$ cat src/rtl/line_buffer2uart_fifo.sv
// line_buffer2uart_fifo
// Streams processed image lines, one byte per clock, from a synchronous-read
// line buffer into the UART TX FIFO. A line is only started once the FIFO has
// room for all of it, so the free count is never consulted mid-line.
// Optional feature: define LB2TX_LINE_MARKER_EN to append a 8'h0A byte after
// every line (one extra FIFO byte is then reserved per line).
module line_buffer2uart_fifo #(
  parameter int LINE_WIDTH = 512,
  parameter int NUM_LINES  = 512,
  parameter int ADDR_W     = 9,
  parameter int LCNT_W     = 9,
  parameter int FREE_W     = 14
) (
  input  logic              clk,
  input  logic              reset,
  input  logic              line_ready,
  input  logic [FREE_W-1:0] tx_fifo_free,
  input  logic [7:0]        lb_rd_data,
  output logic              lb_rd_en,
  output logic [ADDR_W-1:0] lb_rd_addr,
  output logic              tx_wr_en,
  output logic [7:0]        tx_wr_data,
  output logic              line_ack,
  output logic [LCNT_W-1:0] line_counter,
  output logic              frame_done,
  output logic              busy
);

`ifdef LB2TX_LINE_MARKER_EN
  localparam int NEED_INT = LINE_WIDTH + 1;
`else
  localparam int NEED_INT = LINE_WIDTH;
`endif

  // One extra bit so NEED always fits even when it equals 2**FREE_W - 1 + 1.
  localparam logic [FREE_W:0]   NEED      = (FREE_W+1)'(NEED_INT);
  localparam logic [ADDR_W-1:0] LAST_BYTE = ADDR_W'(LINE_WIDTH - 1);
  localparam logic [LCNT_W-1:0] LAST_LINE = LCNT_W'(NUM_LINES - 1);
  localparam logic [7:0]        MARKER    = 8'h0A;

  typedef enum logic [2:0] {
    S_IDLE,
    S_READ,
    S_FLUSH,
    S_MARK,
    S_ACK
  } state_t;

  state_t            state;
  state_t            next_state;
  logic [ADDR_W-1:0] byte_cnt;
  logic              rd_en_d;

  // State register; reset drops any line in flight.
  always_ff @(posedge clk or posedge reset) begin
    if (reset) begin
      state <= S_IDLE;
    end else begin
      state <= next_state;
    end
  end

  // Next state and all outputs; the write side replays the read enable one clock late.
  always_comb begin
    next_state = state;
    lb_rd_en   = 1'b0;
    lb_rd_addr = '0;
    line_ack   = 1'b0;
    frame_done = 1'b0;
    busy       = (state != S_IDLE);
    tx_wr_en   = rd_en_d;
    tx_wr_data = rd_en_d ? lb_rd_data : 8'h00;
    case (state)
      S_IDLE: begin
        if (line_ready && ({1'b0, tx_fifo_free} >= NEED)) begin
          next_state = S_READ;
        end
      end
      S_READ: begin
        lb_rd_en   = 1'b1;
        lb_rd_addr = byte_cnt;
        if (byte_cnt == LAST_BYTE) begin
          next_state = S_FLUSH;
        end
      end
      S_FLUSH: begin
`ifdef LB2TX_LINE_MARKER_EN
        next_state = S_MARK;
`else
        next_state = S_ACK;
`endif
      end
      S_MARK: begin
        tx_wr_en   = 1'b1;
        tx_wr_data = MARKER;
        next_state = S_ACK;
      end
      S_ACK: begin
        line_ack   = 1'b1;
        frame_done = (line_counter == LAST_LINE);
        next_state = S_IDLE;
      end
      default: begin
        next_state = S_IDLE;
      end
    endcase
  end

  // Byte address, line index and the one-stage read-to-write delay.
  always_ff @(posedge clk or posedge reset) begin
    if (reset) begin
      byte_cnt     <= '0;
      line_counter <= '0;
      rd_en_d      <= 1'b0;
    end else begin
      rd_en_d <= lb_rd_en;
      if (state == S_IDLE) begin
        byte_cnt <= '0;
      end else if (state == S_READ) begin
        byte_cnt <= byte_cnt + ADDR_W'(1);
      end
      if (state == S_ACK) begin
        line_counter <= (line_counter == LAST_LINE) ? '0 : line_counter + LCNT_W'(1);
      end
    end
  end

endmodule

$ cat config.mk
export PLATFORM = sky130hd
export DESIGN_NAME = line_buffer2uart_fifo
export DESIGN_NICKNAME = d
export VERILOG_FILES = /design/src/rtl/line_buffer2uart_fifo.sv
export SDC_FILE = /design/constraint.sdc
export NUM_CORES = 1
export LEC_CHECK = 0
export ABC_AREA = 1
export BUFFER_PORTS_ARGS = -buffer_cell sky130_fd_sc_hd__buf_2
export CAP_MARGIN = 20
export CORE_MARGIN = 8
export CORE_UTILIZATION = 30
export CTS_CLUSTER_SIZE = 25
export DETAILED_ROUTE_END_ITERATION = 10
export PLACE_DENSITY = 0.61
export SLEW_MARGIN = 20
export SYNTH_ARGS = -nofsm -noshare
export SYNTH_HDL_FRONTEND = slang
export SYNTH_SLANG_ARGS = --single-unit
export TNS_END_PERCENT = 20
$ cat constraint.sdc
create_clock -name clk -period 3.5 [get_ports clk]
set_input_delay 0 -clock clk [delete_from_list [all_inputs] [get_ports clk]]
set_output_delay 0 -clock clk [all_outputs]
set_load 0.02 [all_outputs]
==> results of run 1 <==
[flip-flops by register name, indices dropped and copies added (netlist names)]
name and count:
line_counter 9, state 3, byte_cnt 9, rd_en_d 1
[Yosys cell counts, drive strengths merged]
| cell type | n | share of area (%) |
|---|---|---|
| inv | 34 | 9.9 |
| nor3 | 2 | 1.1 |
| o22ai | 1 | 0.48 |
| ha | 4 | 3.8 |
| o31ai | 2 | 1.5 |
| nand2 | 50 | 15 |
| nor2 | 37 | 12 |
| buf | 1 | 0.86 |
| a21oi | 4 | 1.5 |
| nand4 | 3 | 1.4 |
| o21ai | 9 | 3.4 |
| xor2 | 1 | 0.67 |
| nand3 | 14 | 5.3 |
| dfrtp | 22 | 42 |
| nor4 | 1 | 0.48 |
[power by group]
group / internal, W / switching, W
logic: 0.0000122 / 0.0000178
registers: 0.000254 / 0
clock network: 0.000101 / 0.0000897
[metal layers]
metal | up-vias | global-route usage, % | part of all wire, %
li1 | 669 | - | -
met1 | 591 | 13.2 | 45
met2 | 40 | 18.5 | 46
met3 | 5 | 3.68 | 8.0
met4 | 0 | 3.68 | 1.1
met5 | - | 0 | 0
[logic make-up (layout without fill, tap and decap cells)]
group / Yosys count / after routing / share of synthesized area, %
AOI/OAI and AO/OA: 16 / 16 / 6.95
xor gates and xnor gates: 1 / 1 / 0.667
adders and majority gates: 4 / 4 / 3.81
buffers and inverters: 35 / 85 / 10.8
DFF: 22 / 22 / 41.9
and+or+nand+nor: 107 / 107 / 35.9
[worst min path at each step]
| stage | to | slack (ns) | startpoint | cells past startpoint |
|---|---|---|---|---|
| 2_1_floorplan | byte_cnt[0] | -0.01 | reset | 1 |
| 6_report | state[0] | 0.03 | line_ready | 3 |
| 4_1_cts | state[0] | 0.04 | line_ready | 3 |
| 3_5_place_dp | byte_cnt[1] | 0.23 | reset | 2 |
| 5_1_grt | state[0] | 0.04 | line_ready | 3 |
| 3_3_place_gp | byte_cnt[1] | 0.23 | reset | 2 |
[final cells by class]
class | instances | area (sq um)
fill | 466 | 2630
clock buffer | 4 | 55.1
inverter | 34 | 130
tap | 52 | 65.1
sequential | 22 | 551
multi-input combinational | 128 | 622
timing repair buffer | 47 | 240
[per-stage QoR]
| step | utilization, % | cells | area [sq um] | power (W) |
|---|---|---|---|---|
| 2_1_floorplan | - | 185 | 1310 | 0.000274 |
| 3_3_place_gp | 37.2 | 282 | 1600 | 0.000289 |
| 3_5_place_dp | 37.2 | 282 | 1600 | 0.000289 |
| 4_1_cts | 38.7 | 287 | 1660 | 0.000483 |
| 5_1_grt | 38.7 | 287 | 1660 | 0.000500 |
| 6_report | 38.7 | 287 | 1660 | 0.000474 |
[critical path, cell delays in order, from the launching register on]
cell     delay (ns)
dfrtp_1        0.45
ha_1           0.23
nand3_1        0.08
nor4_1         0.23
ha_1           0.20
inv_1          0.11
nor2_4         0.17
buf_2          0.19
==> metrics.md, run 1 <==
| Metric | Value |
|---|---|
| Initial drt markers | a little under 100 |
| CP Launch Point | line_counter[0] |
| Place WS | 1.77 ns |
| Bufs on Longest Clock Path | 2 |
| Maximum vdd drop | 0.000198 V |
| Antenna violations before repair | 0 |
| Vias in the first global route | 1314 |
| Max cap viols | 0 |
| FF-to-FF End | line_counter[6] |
| Crit path to | frame_done |
| Fin crit share | 55.4% |
| Hpwl dp | between 2 and 3 mm |
| Number of diodes | 0 |
| CTS tree | built |
| Worst-margin pin slew | 0.862 ns |
| Final GP Congestion | 0.839 |
| DRT Pass-1 Iters | 4 |
| Wire per inst | 11.8 um |
| Sum of negative setup slack | 0 ns |
| Tot GR Track Use | 11.1% |
| # H-tree levels | 1 |
| Num CTS Buffers | 3 |
| Syn. warnings | 0 |
| CP arrival | 1.94 ns |
| Final ANT Viol Nets | 0 |
| Routed Wire Length | 3.38 mm |
| Worst-path clk slew | 0.09 ns |
| P&R area growth vs syn | 26.6% |
| Final setup violation count | 0 |
| R2r worst-path depth | 9 |
| Layout net count | 265 |
| Drt drc | 0 |
| Final min period | 1.94 ns |
| Cells after Synth | 185 |
| Seq/Total Area, Yosys | 41.9% |
| Register bit total from synthesis | 22 |
| Syn_nets | 214 |
| Post CTS Setup Buffer Count | 0 |
| CP required | 3.50 ns |
| Commonest non-fill, non-tap cell in the layout | nand2_1 |
| Status | finished, final reports clean |
| Reg-to-reg setup timing slack | around 1.8 ns |
| R2R Path Start | line_counter[0] |
| First-pass GRT wire length | 5.87 mm |
| Post-CTS Resized | 0 |
| Grt total ovfl | 0 |
| Critical path peak fanout | 6 |
| Layout cells sized above 1 | 26.8% |
| Die height | 82.2 um |
| Crit Path Class | reg -> out |
| Clk sink count | 22 |
| Core area | 4290 sq um |
| Largest net degree at the start of global routing | 23 |
| Die Wd | 82.2 um |
| Pwr per Cell Area | roughly 290 nW/um^2 |
| Area of the die | 6750 sq um |
| Synthesized area | 1310 sq um |
| Worst setup SP type | flip-flop |
| Syn avg cell area | 7.10 sq um |
| Top-level I/O count | 56 |
| Hold crit path type | in -> reg |
| Clk_lat worst skew | 0.27 ns |
| Root Buffer | clkbuf_8 |
| # port buffers | 46 |
| Vias per cell | 4.55 |
| Worst setup EP type | primary output |
| Leak pwr | 0.938 nW |
| Final WS setup | 1.56 ns |
| RSZ-0062 raised after global routing | no |
| Fmax achieved | 0.516 GHz |
| Min Hold Slack | ~0.033 ns |
| Worst slew margin | a little over two fifths |
| # rows | 24 |
| Count of cell types in the netlist | 23 |
| Clock skew | approximately 0.0053 ns |
| Most frequent cells in the layout | nand2_1 (48), buf_2 (46), nor2_1 (31), inv_1 (31), dfrtp_1 (22) |
| Final Hold Violating Endpoints | 0 |
| Vias post-DR | 1305 |
| Pins Over Slew Limit | 0 |
| Cts hold-fix bufs | 1 |
| Initial Util | between 30% and 40% |
No activity file was read; power rests on OpenSTA's default activity.
==> run 2, diff against run 1 <==
--- a/config.mk
+++ b/config.mk
@@ -5,7 +5,7 @@
 export SDC_FILE = /design/constraint.sdc
 export NUM_CORES = 1
 export LEC_CHECK = 0
-export ABC_AREA = 1
+export ABC_AREA = 0
 export BUFFER_PORTS_ARGS = -buffer_cell sky130_fd_sc_hd__buf_2
 export CAP_MARGIN = 20
 export CORE_MARGIN = 8
==> constraint.sdc (replaced) <==
create_clock -name clk -period 1.8 [get_ports clk]
set_input_delay 0 -clock clk [delete_from_list [all_inputs] [get_ports clk]]
set_output_delay 0 -clock clk [all_outputs]
set_load 0.02 [all_outputs]
==> metrics.md, run 2 <==
| Metric | Value |
|---|---|
| Status | complete, but fails checks |
| Failing checks | negative setup slack |
| Commonest cells in the netlist | dfrtp_1 (22), nand2_1 (17), nand3_1 (12) |
| First-pass GRT wire length | between 5 and 6 mm |
| Top-level I/O count | 56 |
| CTS tree | built |
| Layout net count | 232 |
| Final setup violation count | 5 |
| Die height | 80.9 um |
| Bufs on Longest Clock Path | 2 |
| Wire per inst | 13.4 um |
| Largest net degree at the start of global routing | 19 |
| # rows | 23 |
| Final Hold Violating Endpoints | 0 |
| DRT Pass-1 Iters | 4 |
| Register bit total from synthesis | 22 |
| Count of cell types in the netlist | 30 |
| Seq/Total Area, Yosys | 43.6% |
| Synthesized area | 1260 sq um |
| Vias post-DR | 1244 |
| Worst setup EP type | flip-flop |
| Post-route cell area | roughly 1800 sq um |
| Most frequent cells in the layout | buf_2 (45), dfrtp_1 (20), buf_4 (19) |
| # port buffers | 46 |
| Syn. warnings | 0 |
| Antenna violations before repair | 0 |
| RSZ-0062 raised after global routing | yes |
| Initial drt markers | between 40 and 50 |
| Clock skew | 0.00176 ns |
| Worst-margin pin slew | 0.690 ns |
| Die Wd | 80.9 um |
| Core area | between 4000 and 5000 sq um |
| CP arrival | 2.15 ns |
| Post-synthesis async set-or-reset flop share | 100% |
| # H-tree levels | 1 |
| Cells after Synth | between 100 and 150 |
| Leak pwr | 0.868 nW |
| Max cap viols | 0 |
| Area of the die | 6540 sq um |
| Fin crit share | 110% |
| Initial Util | 31.4% |
| Pwr per Cell Area | ~500 nW/um^2 |
| Fmax achieved | 0.505 GHz |
| Vias in the first global route | between 1000 and 1500 |
| Syn avg cell area | just over 9 sq um |
| Syn_nets | 167 |
| Biggest regs | byte_cnt x9, line_counter x9, state x3 |
| Sum of negative setup slack | -0.555 ns |
| P&R area growth vs syn | 40.7% |
| Top FF cell, synth | dfrtp_1 |
| Hold crit path type | in -> reg |
| Share of the synthesized area in the top cell type | 43.6% |
| Top-count cell post-synth | dfrtp_1 |
| Worst slew margin | 53.9% |
| Clk_lat worst skew | 0.27 ns |
| Root Buffer | clkbuf_8 |
| Worst-path clk slew | 0.08 ns |
| Commonest non-fill, non-tap cell in the layout | buf_2 |
| Number of flops mapped to enable cells by yosys | 0 |
| Num CTS Buffers | 3 |
| Clk sink count | 22 |
| Area after DPL | 1710 sq um |
| Final WS setup | -0.180 ns |
| Pins Over Slew Limit | 0 |
| Final GP Congestion | 0.726 |
| CP required | between 1.5 and 2 ns |
| Critical path peak fanout | 4 |
| Hpwl dp | around 2.5 mm |
| Crit Path Class | reg -> reg |
| Top cells by area, synth | dfrtp_1 (44%), nand2_1 (5.0%), and2_1 (5.0%) |
| Tot GR Track Use | under 10% |
| Maximum vdd drop | 0.000222 V |
| Layout cells sized above 1 | 40.6% |
| Final ANT Viol Nets | 0 |
| Drt drc | 0 |
| Vias per cell | 4.94 |
| Grt total ovfl | 0 |
| Number of diodes | 0 |
| Routed Wire Length | 3.39 mm |
| Final Util | roughly 44% |
| Final min period | 1.98 ns |
| Worst setup SP type | flip-flop |
| Area leader, netlist | dfrtp_1 |
==> run 2: cell types whose count changed in the layout (fill, tap and decap cells not counted), moves of 5 or more <==
cell	before	now
nor2_1	31	4
and2_1	0	10
buf_4	0	19
or4_1	0	5
inv_1	31	4
nand2_1	48	17
o211ai_1	0	5
and3_1	0	6
nand2b_1	0	6
==> run 2: cell families (layout without fill, tap and decap cells) <==
family | Yosys count | in the layout | synth area share [%]
compound gates | 25 | 25 | 13.7
fa+ha+maj | 4 | 4 | 3.96
buf+inv | 10 | 74 | 3.07
flops | 22 | 22 | 43.6
mux | 3 | 3 | 2.67
simple gates | 74 | 74 | 33.1
==> run 2: report_power, final <==
part	leakage (nW)	total (W)	internal [W]	switching [W]
combinational	0.566	0.0000590	0.0000266	0.0000324
sequential	0.279	0.000494	0.000494	0
clock	0.0228	0.000329	0.000158	0.000171
total	0.868	0.000882	0.000679	0.000203
==> run 2: worst paths after layout <==
path / end / cells past startpoint / startpoint / slack (ns)
worst min-delay path: state[0] / 3 / line_ready / 0.01
worst min register to register: byte_cnt[8] / 1 / byte_cnt[8] / 0.54
worst max register to register: line_counter[7] / 7 / line_counter[1] / -0.18
max in group asynchronous: line_counter[4] / 4 / reset / 0.89
min in group asynchronous: line_counter[5] / 3 / reset / 0.39
worst max-delay path: line_counter[7] / 7 / line_counter[1] / -0.18
==> run 2: cell type report <==
type                       instances  area [sq um]
inverter                           5          18.8
tap                               50          62.6
timing repair buffer              65           378
sequential                        22           553
multi-input combinational        106           721
clock buffer                       4          45.0
fill                             418          2250
==> run 2: through the flow <==
stage / setup WS [ns] / hold WS, ns / std cells / power [W]
6_report: -0.180 / 0.0121 / 252 / 0.000882
5_1_grt: -0.242 / 0.0562 / 252 / 0.000911
4_1_cts: -0.179 / 0.0112 / 252 / 0.000888
3_5_place_dp: -0.190 / 0.152 / 247 / 0.000562
3_3_place_gp: -0.166 / 0.138 / 247 / 0.000562
2_1_floorplan: -0.351 / -0.0109 / 138 / 0.000531
==> run 2: repair_timing <==
| item | 4_1_cts | 5_1_grt |
|---|---|---|
| endpoints found under the setup margin | 7 | 8 |
| hold buffers | 1 | 0 |
| pin swaps | 1 | 1 |
| buffers inserted | 0 | 0 |
| gates resized for setup | 3 | 4 |
| endpoints found under the hold margin | 16 | 0 |
==> run 2: routing by layer <==
metal | GRT usage [%] | up-vias | part of all wire (%)
li1 | - | 636 | -
met1 | 12.2 | 570 | 44
met2 | 15.6 | 33 | 45
met3 | 1.99 | 5 | 8.5
met4 | 5.89 | 0 | 2.3
met5 | 0 | - | 0
==> run 2: critical path, stage by stage (launching register included) <==
cell and delay (ns):
dfrtp_2 0.43, ha_4 0.17, nand3_4 0.08, nor3_2 0.05
ha_2 0.17, or4b_4 0.50, or4_1 0.41, o311ai_1 0.08
